### src/rtl/mc_tag_ctrl.sv
// Tag RAM client: power-up clear, LOOKUP (accept->resp_valid 2 cycles), FILL/INVALIDATE/CLEAN (1 gap cycle).
// One request in flight; req_ready low until the response is taken. Optional counters under MC_TAG_STATS_EN.
module mc_tag_ctrl #(
  parameter int IDX_WIDTH  = 8,
  parameter int TAG_WIDTH  = 12,
  parameter int AGE_WIDTH  = 2,
  parameter int STAT_WIDTH = 16
) (
  input  logic                  clk,
  input  logic                  rst,
  input  logic                  req_valid,
  output logic                  req_ready,
  input  logic [1:0]            req_op,
  input  logic [IDX_WIDTH-1:0]  req_idx,
  input  logic [TAG_WIDTH-1:0]  req_tag,
  input  logic                  req_dirty,
  output logic                  resp_valid,
  input  logic                  resp_ready,
  output logic                  resp_hit,
  output logic                  resp_dirty,
  output logic                  resp_valid_line,
  output logic [TAG_WIDTH-1:0]  resp_tag,
  output logic [AGE_WIDTH-1:0]  resp_age,
  output logic                  init_done,
  output logic [IDX_WIDTH-1:0]  tr_w_idx,
  output logic                  tr_w_ena,
  output logic                  tr_w_valid_we,
  output logic                  tr_w_valid,
  output logic                  tr_w_dirty_we,
  output logic                  tr_w_dirty,
  output logic                  tr_w_age_we,
  output logic [AGE_WIDTH-1:0]  tr_w_age,
  output logic                  tr_w_tag_we,
  output logic [TAG_WIDTH-1:0]  tr_w_tag,
  output logic [IDX_WIDTH-1:0]  tr_r_idx,
  output logic                  tr_r_ena,
  input  logic                  tr_r_valid,
  input  logic                  tr_r_dirty,
  input  logic [AGE_WIDTH-1:0]  tr_r_age,
  input  logic [TAG_WIDTH-1:0]  tr_r_tag,
  input  logic                  stat_clr,
  output logic [STAT_WIDTH-1:0] stat_hit,
  output logic [STAT_WIDTH-1:0] stat_miss
);

  localparam logic [1:0] OP_LOOKUP = 2'd0;
  localparam logic [1:0] OP_FILL   = 2'd1;
  localparam logic [1:0] OP_INV    = 2'd2;
  localparam logic [1:0] OP_CLEAN  = 2'd3;

  // S_RST keeps every RAM strobe low while rst is held; the sweep starts the cycle after release.
  typedef enum logic [2:0] {S_RST, S_INIT, S_IDLE, S_CMP, S_RESP, S_WGAP} state_t;

  typedef struct packed {
    logic [IDX_WIDTH-1:0] idx;
    logic [TAG_WIDTH-1:0] tag;
    logic                 dirty;
  } lkp_t;

  state_t               state_q, state_d;
  logic [IDX_WIDTH-1:0] init_cnt_q;
  logic                 init_done_q;
  lkp_t                 lkp_q;
  logic                 cmp_hit;
  logic [AGE_WIDTH-1:0] age_inc;

  assign cmp_hit   = tr_r_valid && (tr_r_tag == lkp_q.tag);
  assign age_inc   = (tr_r_age == '1) ? tr_r_age : tr_r_age + AGE_WIDTH'(1);
  assign init_done = init_done_q;

  always_comb begin
    state_d       = state_q;
    req_ready     = 1'b0;
    resp_valid    = 1'b0;
    tr_w_idx      = '0;
    tr_w_ena      = 1'b0;
    tr_w_valid_we = 1'b0;
    tr_w_valid    = 1'b0;
    tr_w_dirty_we = 1'b0;
    tr_w_dirty    = 1'b0;
    tr_w_age_we   = 1'b0;
    tr_w_age      = '0;
    tr_w_tag_we   = 1'b0;
    tr_w_tag      = '0;
    tr_r_idx      = '0;
    tr_r_ena      = 1'b0;
    case (state_q)
      S_RST: state_d = S_INIT;
      S_INIT: begin
        tr_w_ena      = 1'b1;
        tr_w_idx      = init_cnt_q;
        tr_w_valid_we = 1'b1;
        tr_w_dirty_we = 1'b1;
        tr_w_age_we   = 1'b1;
        tr_w_tag_we   = 1'b1;
        if (init_cnt_q == '1) state_d = S_IDLE;
      end
      S_IDLE: begin
        req_ready = 1'b1;
        if (req_valid) begin
          case (req_op)
            OP_LOOKUP: begin
              tr_r_ena = 1'b1;
              tr_r_idx = req_idx;
              state_d  = S_CMP;
            end
            OP_FILL: begin
              tr_w_ena      = 1'b1;
              tr_w_idx      = req_idx;
              tr_w_valid_we = 1'b1;
              tr_w_valid    = 1'b1;
              tr_w_dirty_we = 1'b1;
              tr_w_dirty    = req_dirty;
              tr_w_age_we   = 1'b1;
              tr_w_tag_we   = 1'b1;
              tr_w_tag      = req_tag;
              state_d       = S_WGAP;
            end
            OP_INV: begin
              tr_w_ena      = 1'b1;
              tr_w_idx      = req_idx;
              tr_w_valid_we = 1'b1;
              tr_w_dirty_we = 1'b1;
              state_d       = S_WGAP;
            end
            OP_CLEAN: begin
              tr_w_ena      = 1'b1;
              tr_w_idx      = req_idx;
              tr_w_dirty_we = 1'b1;
              state_d       = S_WGAP;
            end
            default: state_d = S_IDLE;
          endcase
        end
      end
      S_WGAP: state_d = S_IDLE;
      S_CMP: begin
        // Read-modify-write of the looked-up line: age/dirty only, tag and valid untouched.
        tr_w_ena    = 1'b1;
        tr_w_idx    = lkp_q.idx;
        tr_w_age_we = 1'b1;
        if (cmp_hit) begin
          tr_w_dirty_we = lkp_q.dirty;
          tr_w_dirty    = lkp_q.dirty;
        end else begin
          tr_w_age = age_inc;
        end
        state_d = S_RESP;
      end
      S_RESP: begin
        resp_valid = 1'b1;
        if (resp_ready) state_d = S_IDLE;
      end
      default: state_d = S_RST;
    endcase
  end

  always_ff @(posedge clk) begin
    if (rst) begin
      state_q         <= S_RST;
      init_cnt_q      <= '0;
      init_done_q     <= 1'b0;
      lkp_q           <= '0;
      resp_hit        <= 1'b0;
      resp_dirty      <= 1'b0;
      resp_valid_line <= 1'b0;
      resp_tag        <= '0;
      resp_age        <= '0;
    end else begin
      state_q <= state_d;
      if (state_q == S_INIT) begin
        init_cnt_q <= init_cnt_q + IDX_WIDTH'(1);
        if (init_cnt_q == '1) init_done_q <= 1'b1;
      end
      if (state_q == S_IDLE && req_valid && req_op == OP_LOOKUP) begin
        lkp_q.idx   <= req_idx;
        lkp_q.tag   <= req_tag;
        lkp_q.dirty <= req_dirty;
      end
      if (state_q == S_CMP) begin
        resp_hit        <= cmp_hit;
        resp_dirty      <= tr_r_dirty;
        resp_valid_line <= tr_r_valid;
        resp_tag        <= tr_r_tag;
        resp_age        <= tr_r_age;
      end
    end
  end

`ifdef MC_TAG_STATS_EN
  logic [STAT_WIDTH-1:0] stat_hit_q, stat_miss_q;

  always_ff @(posedge clk) begin
    if (rst || stat_clr) begin
      stat_hit_q  <= '0;
      stat_miss_q <= '0;
    end else if (state_q == S_CMP) begin
      if (cmp_hit && stat_hit_q != '1)   stat_hit_q  <= stat_hit_q + STAT_WIDTH'(1);
      if (!cmp_hit && stat_miss_q != '1) stat_miss_q <= stat_miss_q + STAT_WIDTH'(1);
    end
  end

  assign stat_hit  = stat_hit_q;
  assign stat_miss = stat_miss_q;
`else
  logic unused_stat_clr;
  assign unused_stat_clr = stat_clr;
  assign stat_hit        = '0;
  assign stat_miss       = '0;
`endif

endmodule

### config.mk
export PLATFORM = sky130hd
export DESIGN_NAME = mc_tag_ctrl
export DESIGN_NICKNAME = d
export VERILOG_FILES = /design/src/rtl/mc_tag_ctrl.sv
export SDC_FILE = /design/constraint.sdc
export NUM_CORES = 1
export LEC_CHECK = 0
export ABC_CLOCK_PERIOD_IN_PS = 2170
export CAP_MARGIN = 5
export CORE_MARGIN = 5
export CORE_UTILIZATION = 43
export CTS_BUF_LIST = sky130_fd_sc_hd__clkbuf_16
export CTS_CLUSTER_DIAMETER = 80
export CTS_CLUSTER_SIZE = 30
export DETAILED_ROUTE_END_ITERATION = 8
export PLACE_DENSITY = 0.86
export SETUP_SLACK_MARGIN = 0.1
export SKIP_CTS_REPAIR_TIMING = 1
export SLEW_MARGIN = 5
export SYNTH_ARGS = -nofsm -noshare
export SYNTH_HDL_FRONTEND = slang
export SYNTH_SLANG_ARGS = --single-unit
### constraint.sdc
create_clock -name clk -period 2.17 [get_ports clk]
set_input_delay 0.217 -clock clk [delete_from_list [all_inputs] [get_ports clk]]
set_output_delay 0.217 -clock clk [all_outputs]
set_load 0.01 [all_outputs]
=== After elaboration in Yosys (flattened, before gate mapping) ===
Index checks and enable logic that the tools add are counted.

* Add/sub/neg operators: 2
* Multipliers: 0
* Div/mod/pow operators: 0
* Magnitude comparators: 0
* Eq/ne operators: 14
* Shift operators: 0
* Multiplexer cells: 38
* Bitwise operators: 0
* Reductions and logical operators: 10

{| class="wikitable"
|+ Operators by type and width
! cell !! number
|-
| $mux 8 || 5
|-
| $mux 12 || 3
|-
| $pmux 8 s3 || 1
|-
| $pmux 3 s6 || 1
|-
| $mux 1 || 15
|-
| $eq 12x12->1 || 1
|-
| $pmux 1 s2 || 5
|-
| $mux 3 || 3
|-
| $add 8x1->8 const B || 1
|-
| $eq 8x8->1 const B || 1
|-
| $eq 2x2->1 const B || 3
|-
| $eq 3x2->1 const B || 2
|-
| $eq 3x3->1 const B || 2
|-
| $mux 2 || 3
|-
| $pmux 3 s2 || 1
|-
| $ne 2x2->1 const B || 2
|-
| $reduce_or 2->1 || 2
|-
| $eq 3x1->1 const B || 1
|-
| $logic_and 1x1->1 || 3
|-
| $logic_not 3->1 || 1
|-
| $pmux 1 s3 || 1
|-
| $reduce_and 3->1 || 1
|-
| $reduce_or 3->1 || 1
|-
| $add 2x1->2 const B || 1
|-
| 4 further kinds || 4
|}

* Register bits after elaboration: 50
* Bits in latches: 0
* RAM bits: 0
* Bits in read-only memories: 0
* Input bits: 44
* Output and inout bits: 90
* Logic and storage cells: 75
* Memories: 0

=== Logic depth before layout (Yosys ltp) ===
Gate-level depths: netlist of run 1.

* Depth in word-level cells: 5
* Depth in mapped cells: 7
* Depth with buffers taken out: 6

=== Least setup slack after synthesis of run 1 ===
OpenSTA, ideal clock, no wires.

* Path type: register to output
* Start: register state_q[0]
* End: output tr_w_idx[2]
* Data arrival time: 1.371 ns
* Data required time: 1.953 ns
* Setup slack: 0.582 ns
* Stages on the path, launching flop included: 6
* Path buffers: 1
* Cell sequence: dfxtp_1 -> and4bb_4 -> and2_1 -> buf_2 -> a222oi_1 -> inv_1

* Word-level cells in the longest chain between the ends: 2
* Elaborated cells on any way between the ends: 4
* Classes of those cells: 3 x eq/ne; 1 x mux

{| class="wikitable"
|+ Ends and longest elaborated chain
! item !! RTL line !! source
|-
| start: declaration || 60 || <nowiki>state_t state_q, state_d;</nowiki>
|-
| start signal: assignment || 170 || <nowiki>state_q <= state_d;</nowiki>
|-
| $eq 3x2->1 / $eq 3x1->1 (equally long branches) || 87 || <nowiki>case (state_q)</nowiki>
|-
| $pmux 8 s3 (*) || 87 ||
|-
| end: declaration || 25 || <nowiki>output logic [IDX_WIDTH-1:0] tr_w_idx,</nowiki>
|}

Mark *: on every way between the ends. The rest lies on a longest branch, timed or not.

=== Worst setup path after layout of run 1 ===
* Start: register lkp_q[8] in the netlist's numbering
* End: output tr_w_dirty_we

* Word-level cells in the longest chain between the ends: 4

{| class="wikitable"
|+ Ends and longest elaborated chain
! item !! RTL line !! source
|-
| start: declaration || 63 || <nowiki>lkp_t lkp_q;</nowiki>
|-
| $eq 12x12->1 || 67 || <nowiki>assign cmp_hit = tr_r_valid && (tr_r_tag == lkp_q.tag);</nowiki>
|-
| $logic_and 1x1->1 || 67 ||
|-
| $mux 1 || 142 || <nowiki>if (cmp_hit) begin</nowiki>
|-
| $pmux 1 s3 || 87 ||
|-
| end: declaration || 29 || <nowiki>output logic tr_w_dirty_we,</nowiki>
|}

Every way passes these cells.

==> impl_metrics.tcl, run 1 <==
set metrics [dict create \
    switching_power_uw 685 \
    yosys_warnings 0 \
    wl_um 8240 \
    powerDensity_nw_per_um2 587 \
    nets 509 \
    p_comb_frac 0.271 \
    viasPerCell 5.02 \
    period_minus_slack_ns 2.11 \
    fin_worst_skew_ns 0.00921 \
    worstHoldPathType "input pin to flip-flop" \
    start_kind "flip-flop" \
    tightest_slew_ns 0.607 \
    wl_per_cell_um 15.3 \
    layout_common_cells "nand2_1 (82), clkdlybuf4s50_1 (52), dfxtp_1 (43), dlymetal6s2s_1 (43), a21oi_1 (40)" \
    placedCellCount 524 \
    cts.clk_slew.worst_paths_ns 0.06 \
    postSynthAreaPerCell_sq_um 7.64 \
    clockBufferDepth 2 \
    die_area_sq_um 7780 \
    grt_pass1_wl_um 11700 \
    regArea_sq_um 1010 \
    antenna_found_initial 0 \
    die_y_um 88.2 \
    clock_latency_ns 0.29 \
    max_freq_mhz 474 \
    drc 0 \
    drt_iter0_markers 96 \
    first_global_vias 2489 \
    core_sq_um 5920 \
    cts_sinks 50 \
    path_max_fanout 4 \
    irDropWorstVdd_v 0.000380 \
    switching_share 0.286 \
    cts_tree "done" \
    htreeDepth 2 \
    p_clk_frac 0.314 \
    final_cells 538 \
    vias 2701 \
    end_kind "output port" \
    io_buffers 100 \
    synth-seq-cells 50 \
    drt_first_pass_iters 4 \
    area_growth_pct 55.0 \
    fin_area_sq_um 4080 \
    grt-ovfl-total 0 \
    grt_usage 0.189 \
    cts_root_buf "clkbuf_16" \
    slew_violations 0 \
    numCtsBuffers 5 \
    grt_max_degree 22 \
    place_congestion 0.833 \
    ios 134 \
    row_count 28 \
    power_mw 2.39 \
    power.internal_mw 1.71 \
    pwr-share-seq 0.415 \
    critPathArrivalTime_ns 1.89 \
    p_leak_nw 2.37 \
    initial_core_util 0.444 \
    multi_input_area_sq_um 1400 \
    hold_viol 0 \
    yosysUniqueCellTypes 39 \
    hpwl_um 6000 \
    netlist_instances 344 \
    seq_area_frac_synth 0.381 \
    cp.required_ns 1.95 \
    dpl_cell_area_sq_um 3710 \
    cap_viol_max_count 0 \
    tns_ns 0 \
    fillers 453 \
    die_w_um 88.2 \
    critPathKind "flip-flop to output port" \
    max_slew_margin 0.595 \
    syn_area_sq_um 2630 \
    outcome "finished clean" \
    setup_viol 0 \
    layout_commonest_cell "nand2_1" \
    final_layout_size_suffix_gt1_frac 0.145 \
    detail-route-antenna-nets 0 \
    finalCritPeriodShare 0.972 \
    rsz0062_at_grt "yes" \
]
[Yosys cell counts (all sizes together)]
library cell  instances  area share
nand2                83        0.12
dfxtp                50        0.38
buf                  43        0.11
a21oi                40       0.076
inv                  23       0.033
xnor2                15       0.050
and3                 14       0.033
nor2                 14       0.021
a222oi                8       0.030
clkbuf                8       0.011
nand4                 7       0.017
o21ai                 5      0.0095
ha                    4       0.019
nand2b                3      0.0071
xor2                  3       0.010
and2                  2      0.0048
nand3                 2      0.0038
nand3b                2      0.0057
nor3                  2      0.0038
nor3b                 2      0.0076
a211oi                1      0.0029
a21o                  1      0.0029
a31oi                 1      0.0024
and4bb                1      0.0062
conb                  1      0.0014
mux2i                 1      0.0038
nand4bb               1      0.0043
o211a                 1      0.0038
o31a                  1      0.0033
o31ai                 1      0.0029
or2                   1      0.0024
or3                   1      0.0024
or4                   1      0.0029
or4b                  1      0.0038
[state kept, by name, indices dropped and copies added, names as in the netlist, 2 cells and up]
name	flops
lkp_q	21
resp_tag	12
init_cnt_q	8
state_q	3
resp_age	2
[critical path, stage by stage, from the launching register on]
cell and delay, ns:
dfxtp_4 0.36, xnor2_2 0.17, nand4_1 0.11, or4_4 0.57, buf_6 0.15, o21ai_2 0.10, buf_2 0.14
[path summary, 6_finish.rpt]
path / from / to / slack [ns] / cells past startpoint
max: lkp_q[8] / tr_w_dirty_we / 0.06 / 6
min: tr_r_tag[5] / resp_tag[5] / 0.23 / 3
max reg2reg: state_q[0] / lkp_q[2] / 0.55 / 7
min reg2reg: lkp_q[20] / lkp_q[20] / 0.46 / 2
[cell families (layout without fill, tap and decap cells)]
kind of cell / Yosys count / count (layout) / share of synthesized area
xor+xnor: 18 / 18 / 0.0600
simple gates: 137 / 137 / 0.244
compound gates: 59 / 59 / 0.134
fa+ha+maj: 4 / 4 / 0.0190
mux: 1 / 1 / 0.00381
other cells: 1 / 33 / 0.00143
flops: 50 / 50 / 0.381
buf+inv: 74 / 161 / 0.157
[metrics by stage]
step | worst slack (ns) | hold WS, ns | util
after floorplan | 0.582 | 0.353 | -
after global placement | -0.379 | 0.441 | 0.627
after detailed placement | -0.436 | 0.448 | 0.627
after CTS | -0.438 | 0.309 | 0.651
after global routing | -0.000615 | 0.234 | 0.688
final | 0.0615 | 0.232 | 0.688
[per-layer routing]
| metal | up-vias | global-route usage | part of all wire |
|---|---|---|---|
| met5 | - | 0 | 0 |
| met4 | 0 | 0.0618 | 0.0062 |
| met3 | 5 | 0.0527 | 0.10 |
| met2 | 126 | 0.339 | 0.52 |
| met1 | 1261 | 0.216 | 0.37 |
| li1 | 1309 | - | - |
[area by class of cell]
| class | instances | share of cell area |
|---|---|---|
| clock buffer | 5 | 0.0307 |
| tap | 75 | 0.0230 |
| clock inverter | 3 | 0.00430 |
| multi-input combinational | 251 | 0.344 |
| inverter | 23 | 0.0218 |
| timing repair buffer | 129 | 0.325 |
| sequential | 50 | 0.248 |
| antenna | 1 | 0.000614 |
| timing repair inverter | 1 | 0.00184 |
[power groups by stage]
stage                     logic (mW)  registers, mW  clock network, mW
after floorplan                0.334           1.02                  0
after detailed placement       0.629           1.01                  0
after global placement         0.616           1.01                  0
after CTS                      0.631          0.993              0.760
final                          0.648          0.994              0.751
after global routing           0.700          0.998              0.799
Power figures use the tool's default switching activity.
==> run 2: changes to the inputs <==
- CORE_MARGIN: 5 -> unset
==> run 2 against run 1 <==
- combinational power shrank 1%
- critical path type unchanged
- critical endpoint is now tr_w_age[0]
- routed wire length fell by 7.1%
- highest routed layer unchanged
- worst setup slack gained 0.0056 ns
- cell count down 0.56%
- power down 1.4%
- largest cell class unchanged
- register-to-register slack got worse by 0.04 ns
- core utilization fell by 0.68 points
==> impl_metrics.tcl, run 2 (synthesis gave the netlist of run 1 again) <==
set metrics [dict create \
    ios 134 \
    antenna_found_initial 0 \
    place_congestion 0.839 \
    crit_start "lkp_q[11]" \
    critPathArrivalTime_ns 1.89 \
    grt-ovfl-total 0 \
    cts_tree "done" \
    area_growth_pct 53.5 \
    max_freq_mhz 476 \
    path_max_fanout 2 \
    numCtsBuffers 5 \
    hold_slack_ns 0.237 \
    cts_sinks 50 \
    place_ws_ns -0.448 \
    row_count 28 \
    drt_iter0_markers 155 \
    layout_commonest_cell "nand2_1" \
    die_y_um 80.2 \
    hpwl_um 5360 \
    worstRegToRegCells 9 \
    powerDensity_nw_per_um2 585 \
    initial_core_util 0.444 \
    cts.clk_slew.worst_paths_ns 0.06 \
    irDropWorstVdd_v 0.000492 \
    fin_ws_ns 0.0671 \
    cap_viol_max_count 0 \
    hold_viol 0 \
    clockBufferDepth 2 \
    die_area_sq_um 6430 \
    grt-busiest-layer "met2" \
    r2r-end "lkp_q[3]" \
    worstReg2RegStart "state_q[0]" \
    outcome "finished clean" \
    first_global_vias 2313 \
    layout_common_cells "nand2_1 (82), clkdlybuf4s50_1 (52), dfxtp_1 (46), a21oi_1 (40), dlymetal6s2s_1 (40)" \
    end_kind "output port" \
    grt_usage 0.226 \
    final_layout_size_suffix_gt1_frac 0.141 \
    worstHoldPathType "input pin to flip-flop" \
    die_w_um 80.2 \
    max_slew_margin 0.577 \
    rrSetupSlack_ns 0.51 \
    holdCritStartpoint "tr_r_tag[8]" \
    cts_root_buf "clkbuf_16" \
    vias 2678 \
    htreeDepth 2 \
    drc 0 \
    clock_latency_ns 0.29 \
    core_sq_um 5920 \
    largest_reg_flops 21 \
    globalRouteMet3Util 0.0648 \
    start_kind "flip-flop" \
    diodes 0 \
    tightest_slew_ns 0.635 \
    p_leak_nw 2.31 \
    finalCritPeriodShare 0.969 \
    setup_viol 0 \
    grt_max_degree 39 \
    io_buffers 100 \
    fillers 465 \
    regMostFlops "lkp_q" \
    fin_worst_skew_ns 0.00368 \
    hold_depth 3 \
    drt_first_pass_iters 5 \
    power_mw 2.36 \
    wl_um 7650 \
    detail-route-antenna-nets 0 \
    nets 508 \
    largestRegisters "lkp_q (21), resp_tag (12), init_cnt_q (8)" \
    hold_end "resp_tag[8]" \
    wl_per_cell_um 14.3 \
    cp.required_ns 1.95 \
    period_minus_slack_ns 2.10 \
    grt_pass1_wl_um 11000 \
    use_met2 0.411 \
    met1_usage 0.252 \
    viasPerCell 5.01 \
    slew_violations 0 \
    critPathKind "flip-flop to output port" \
    rsz0062_at_grt "yes" \
]
## run 2: worst max-delay path by stage
stage,endpoint,slack [ns],cells past startpoint
detailed placement,tr_w_dirty,-0.45,6
global route,tr_w_dirty_we,0.03,6
CTS,tr_w_dirty_we,-0.47,6
floorplan,tr_w_idx[2],0.58,5
global placement,tr_w_dirty_we,-0.38,6
finish,tr_w_age[0],0.07,6
## run 2: area by class of cell
type	count	area, sq um	area share
multi-input combinational	251	1400	0.346
timing repair buffer	128	1310	0.324
sequential	50	1010	0.249
clock buffer	5	125	0.0310
tap	75	93.8	0.0233
inverter	23	88.8	0.0220
clock inverter	2	7.51	0.00186
timing repair inverter	1	7.51	0.00186
## run 2: metrics by stage
step	std cells	util	TNS, ns	area, sq um
after floorplan	375	-	0	2750
after global placement	520	0.622	-4.23	3680
after detailed placement	520	0.622	-5.05	3680
after CTS	527	0.644	-5.28	3810
after global routing	535	0.682	0	4040
final	535	0.682	0	4040
## run 2: report_power, final
group | total [mW] | switching, mW | internal [mW]
Clock | 0.727 | 0.314 | 0.413
Sequential | 0.992 | 0.0315 | 0.961
Combinational | 0.640 | 0.319 | 0.321
## run 2: critical path: stages, from the launching register on
cell and delay (ns):
dfxtp_1 0.34, xnor2_1 0.20, nand3_1 0.10, or4_4 0.56, buf_6 0.13, and3_4 0.15, buf_6 0.11
## run 2: routing by layer
layer / vias up / routed length, um / part of all wire
met5: - / 0 / 0
met1: 1232 / 2910 / 0.38
met3: 6 / 606 / 0.079
met4: 0 / 65 / 0.0085
met2: 140 / 4070 / 0.53
li1: 1300 / - / -
==> run 3: changes to the inputs <==
- CORE_ASPECT_RATIO: unset -> 1.4
==> run 3 against run 2 <==
- the run now ends with setup timing left
- highest routed layer unchanged
- clock power is 3.4% higher
- sequential power hardly changed
- worst setup slack worse by 0.080 ns
- largest power group unchanged
- non-clock buffer count is 2 lower
- die area hardly changed
==> impl_metrics.tcl, run 3 (synthesis gave the netlist of run 1 again) <==
set metrics [dict create \
    outcome "finished, violations left" \
    violations "setup timing" \
    slowest_stage "or4_4" \
    irDropWorstVdd_v 0.000471 \
    cts_tree "done" \
    grt_pass1_wl_um 11000 \
    critPathArrivalTime_ns 1.97 \
    cts_sinks 50 \
    area_growth_pct 51.5 \
    p_comb_frac 0.265 \
    use_met2 0.394 \
    path_depth 6 \
    worstReg2RegStart "state_q[2]" \
    drc 0 \
    die_w_um 68.1 \
    worstRegToRegCells 5 \
    nets 506 \
    start_kind "flip-flop" \
    row_count 33 \
    worstHoldPathType "input pin to flip-flop" \
    layout_commonest_cell "nand2_1" \
    tightest_slew_ns 0.663 \
    cp.required_ns 1.95 \
    met1_usage 0.258 \
    clock_latency_ns 0.28 \
    drt_iter0_markers 133 \
    numCtsBuffers 5 \
    crit_buf_inv 2 \
    drt_first_pass_iters 5 \
    grt-ovfl-total 0 \
    crit_start "lkp_q[10]" \
    detail-route-antenna-nets 0 \
    die_y_um 94.5 \
    critPathKind "flip-flop to output port" \
    switching_share 0.289 \
    first_global_vias 2412 \
    end_kind "output port" \
    cts_root_buf "clkbuf_16" \
    wl_um 7750 \
    final_layout_size_suffix_gt1_frac 0.133 \
    hpwl_um 5460 \
    ios 134 \
    fin_worst_skew_ns 0.00390 \
    rrSetupSlack_ns 0.44 \
    die_area_sq_um 6430 \
    pwr-share-seq 0.418 \
    switching_power_uw 685 \
    core_sq_um 5860 \
    crit_end "tr_w_dirty" \
    path_max_fanout 3 \
    layout_common_cells "nand2_1 (82), clkdlybuf4s50_1 (51), dfxtp_1 (46), a21oi_1 (40), dlymetal6s2s_1 (40)" \
    hold_viol 0 \
    p_leak_nw 2.26 \
    io_buffers 100 \
    regMostFlops "lkp_q" \
    clockBufferDepth 2 \
    grt-busiest-layer "met2" \
    cts.clk_slew.worst_paths_ns 0.07 \
    globalRouteMet3Util 0.0266 \
    fillers 456 \
    grt_usage 0.225 \
    largest_reg_flops 21 \
    finalCritPeriodShare 1.01 \
    wl_per_cell_um 14.7 \
    hold_slack_ns 0.232 \
    cap_viol_max_count 0 \
    place_congestion 0.864 \
    slew_violations 0 \
    powerDensity_nw_per_um2 596 \
    p_clk_frac 0.317 \
    slowest_delay_ns 0.55 \
    vias 2692 \
    max_slew_margin 0.558 \
    crit_chain "xnor2_1 > nand4_1 > or4_4 > buf_6 > o21ai_1 > dlymetal6s2s_1" \
    power.internal_mw 1.69 \
    r2r-end "resp_tag[2]" \
    initial_core_util 0.448 \
    grt_max_degree 33 \
    largestRegisters "lkp_q (21), resp_tag (12), init_cnt_q (8)" \
    place_ws_ns -0.411 \
    viasPerCell 5.09 \
    antenna_found_initial 0 \
    fin_ws_ns -0.0127 \
    period_minus_slack_ns 2.18 \
    rsz0062_at_grt "yes" \
    setup_viol 1 \
    htreeDepth 2 \
    max_freq_mhz 458 \
    diodes 0 \
    cp_top_family "simple AND/OR/NAND/NOR gates" \
]
run 3: worst register-to-register path: cells and delay by family (launching register included):
kind	cells	cell delay (ns)
AOI/OAI and AO/OA	1	0.22
buffers and inverters	1	0.15
DFF	1	0.33
and+or+nand+nor	3	0.94
run 3: power by group through the flow:
stage               clock [mW]  sequential, mW  combinational (mW)
finish                   0.752           0.992               0.629
global route             0.797           0.998               0.678
CTS                      0.766           0.990               0.627
detailed placement           0            1.01               0.623
global placement             0            1.01               0.609
floorplan                    0            1.02               0.334
run 3: area by class of cell:
type / count / area [sq um] / area share
multi-input combinational: 251 / 1380 / 0.345
timing repair buffer: 126 / 1280 / 0.320
sequential: 50 / 1010 / 0.253
clock buffer: 5 / 125 / 0.0314
inverter: 23 / 88.8 / 0.0223
tap: 70 / 87.6 / 0.0220
clock inverter: 3 / 16.3 / 0.00408
timing repair inverter: 1 / 7.51 / 0.00189
run 3: stage by stage:
stage / instances / instance area [sq um] / TNS, ns / utilization / total power, mW
finish: 529 / 3980 / -0.0127 / 0.679 / 2.37
global route: 529 / 3980 / -0.108 / 0.679 / 2.47
CTS: 524 / 3810 / -4.79 / 0.650 / 2.38
detailed placement: 516 / 3670 / -4.67 / 0.626 / 1.63
global placement: 516 / 3670 / -4.07 / 0.626 / 1.62
floorplan: 375 / 2750 / 0 / - / 1.35
run 3: worst min-delay path by stage:
stage | from | endpoint | slack (ns) | cells after the start
after floorplan | req_dirty | lkp_q[0] | 0.35 | 2
after global placement | resp_tag[0] | resp_tag[0] | 0.44 | 2
after detailed placement | lkp_q[15] | lkp_q[15] | 0.45 | 2
after CTS | rst | state_q[2] | 0.40 | 2
after global routing | tr_r_tag[10] | resp_tag[10] | 0.24 | 3
final | tr_r_tag[10] | resp_tag[10] | 0.23 | 3
run 3: per-layer routing:
layer  routed length (um)  up-vias  share of wire
met5                    0        -              0
met4                  329        0          0.042
met3                  385       32          0.050
met2                 4080      123           0.53
met1                 2960     1241           0.38
li1                     -     1296              -
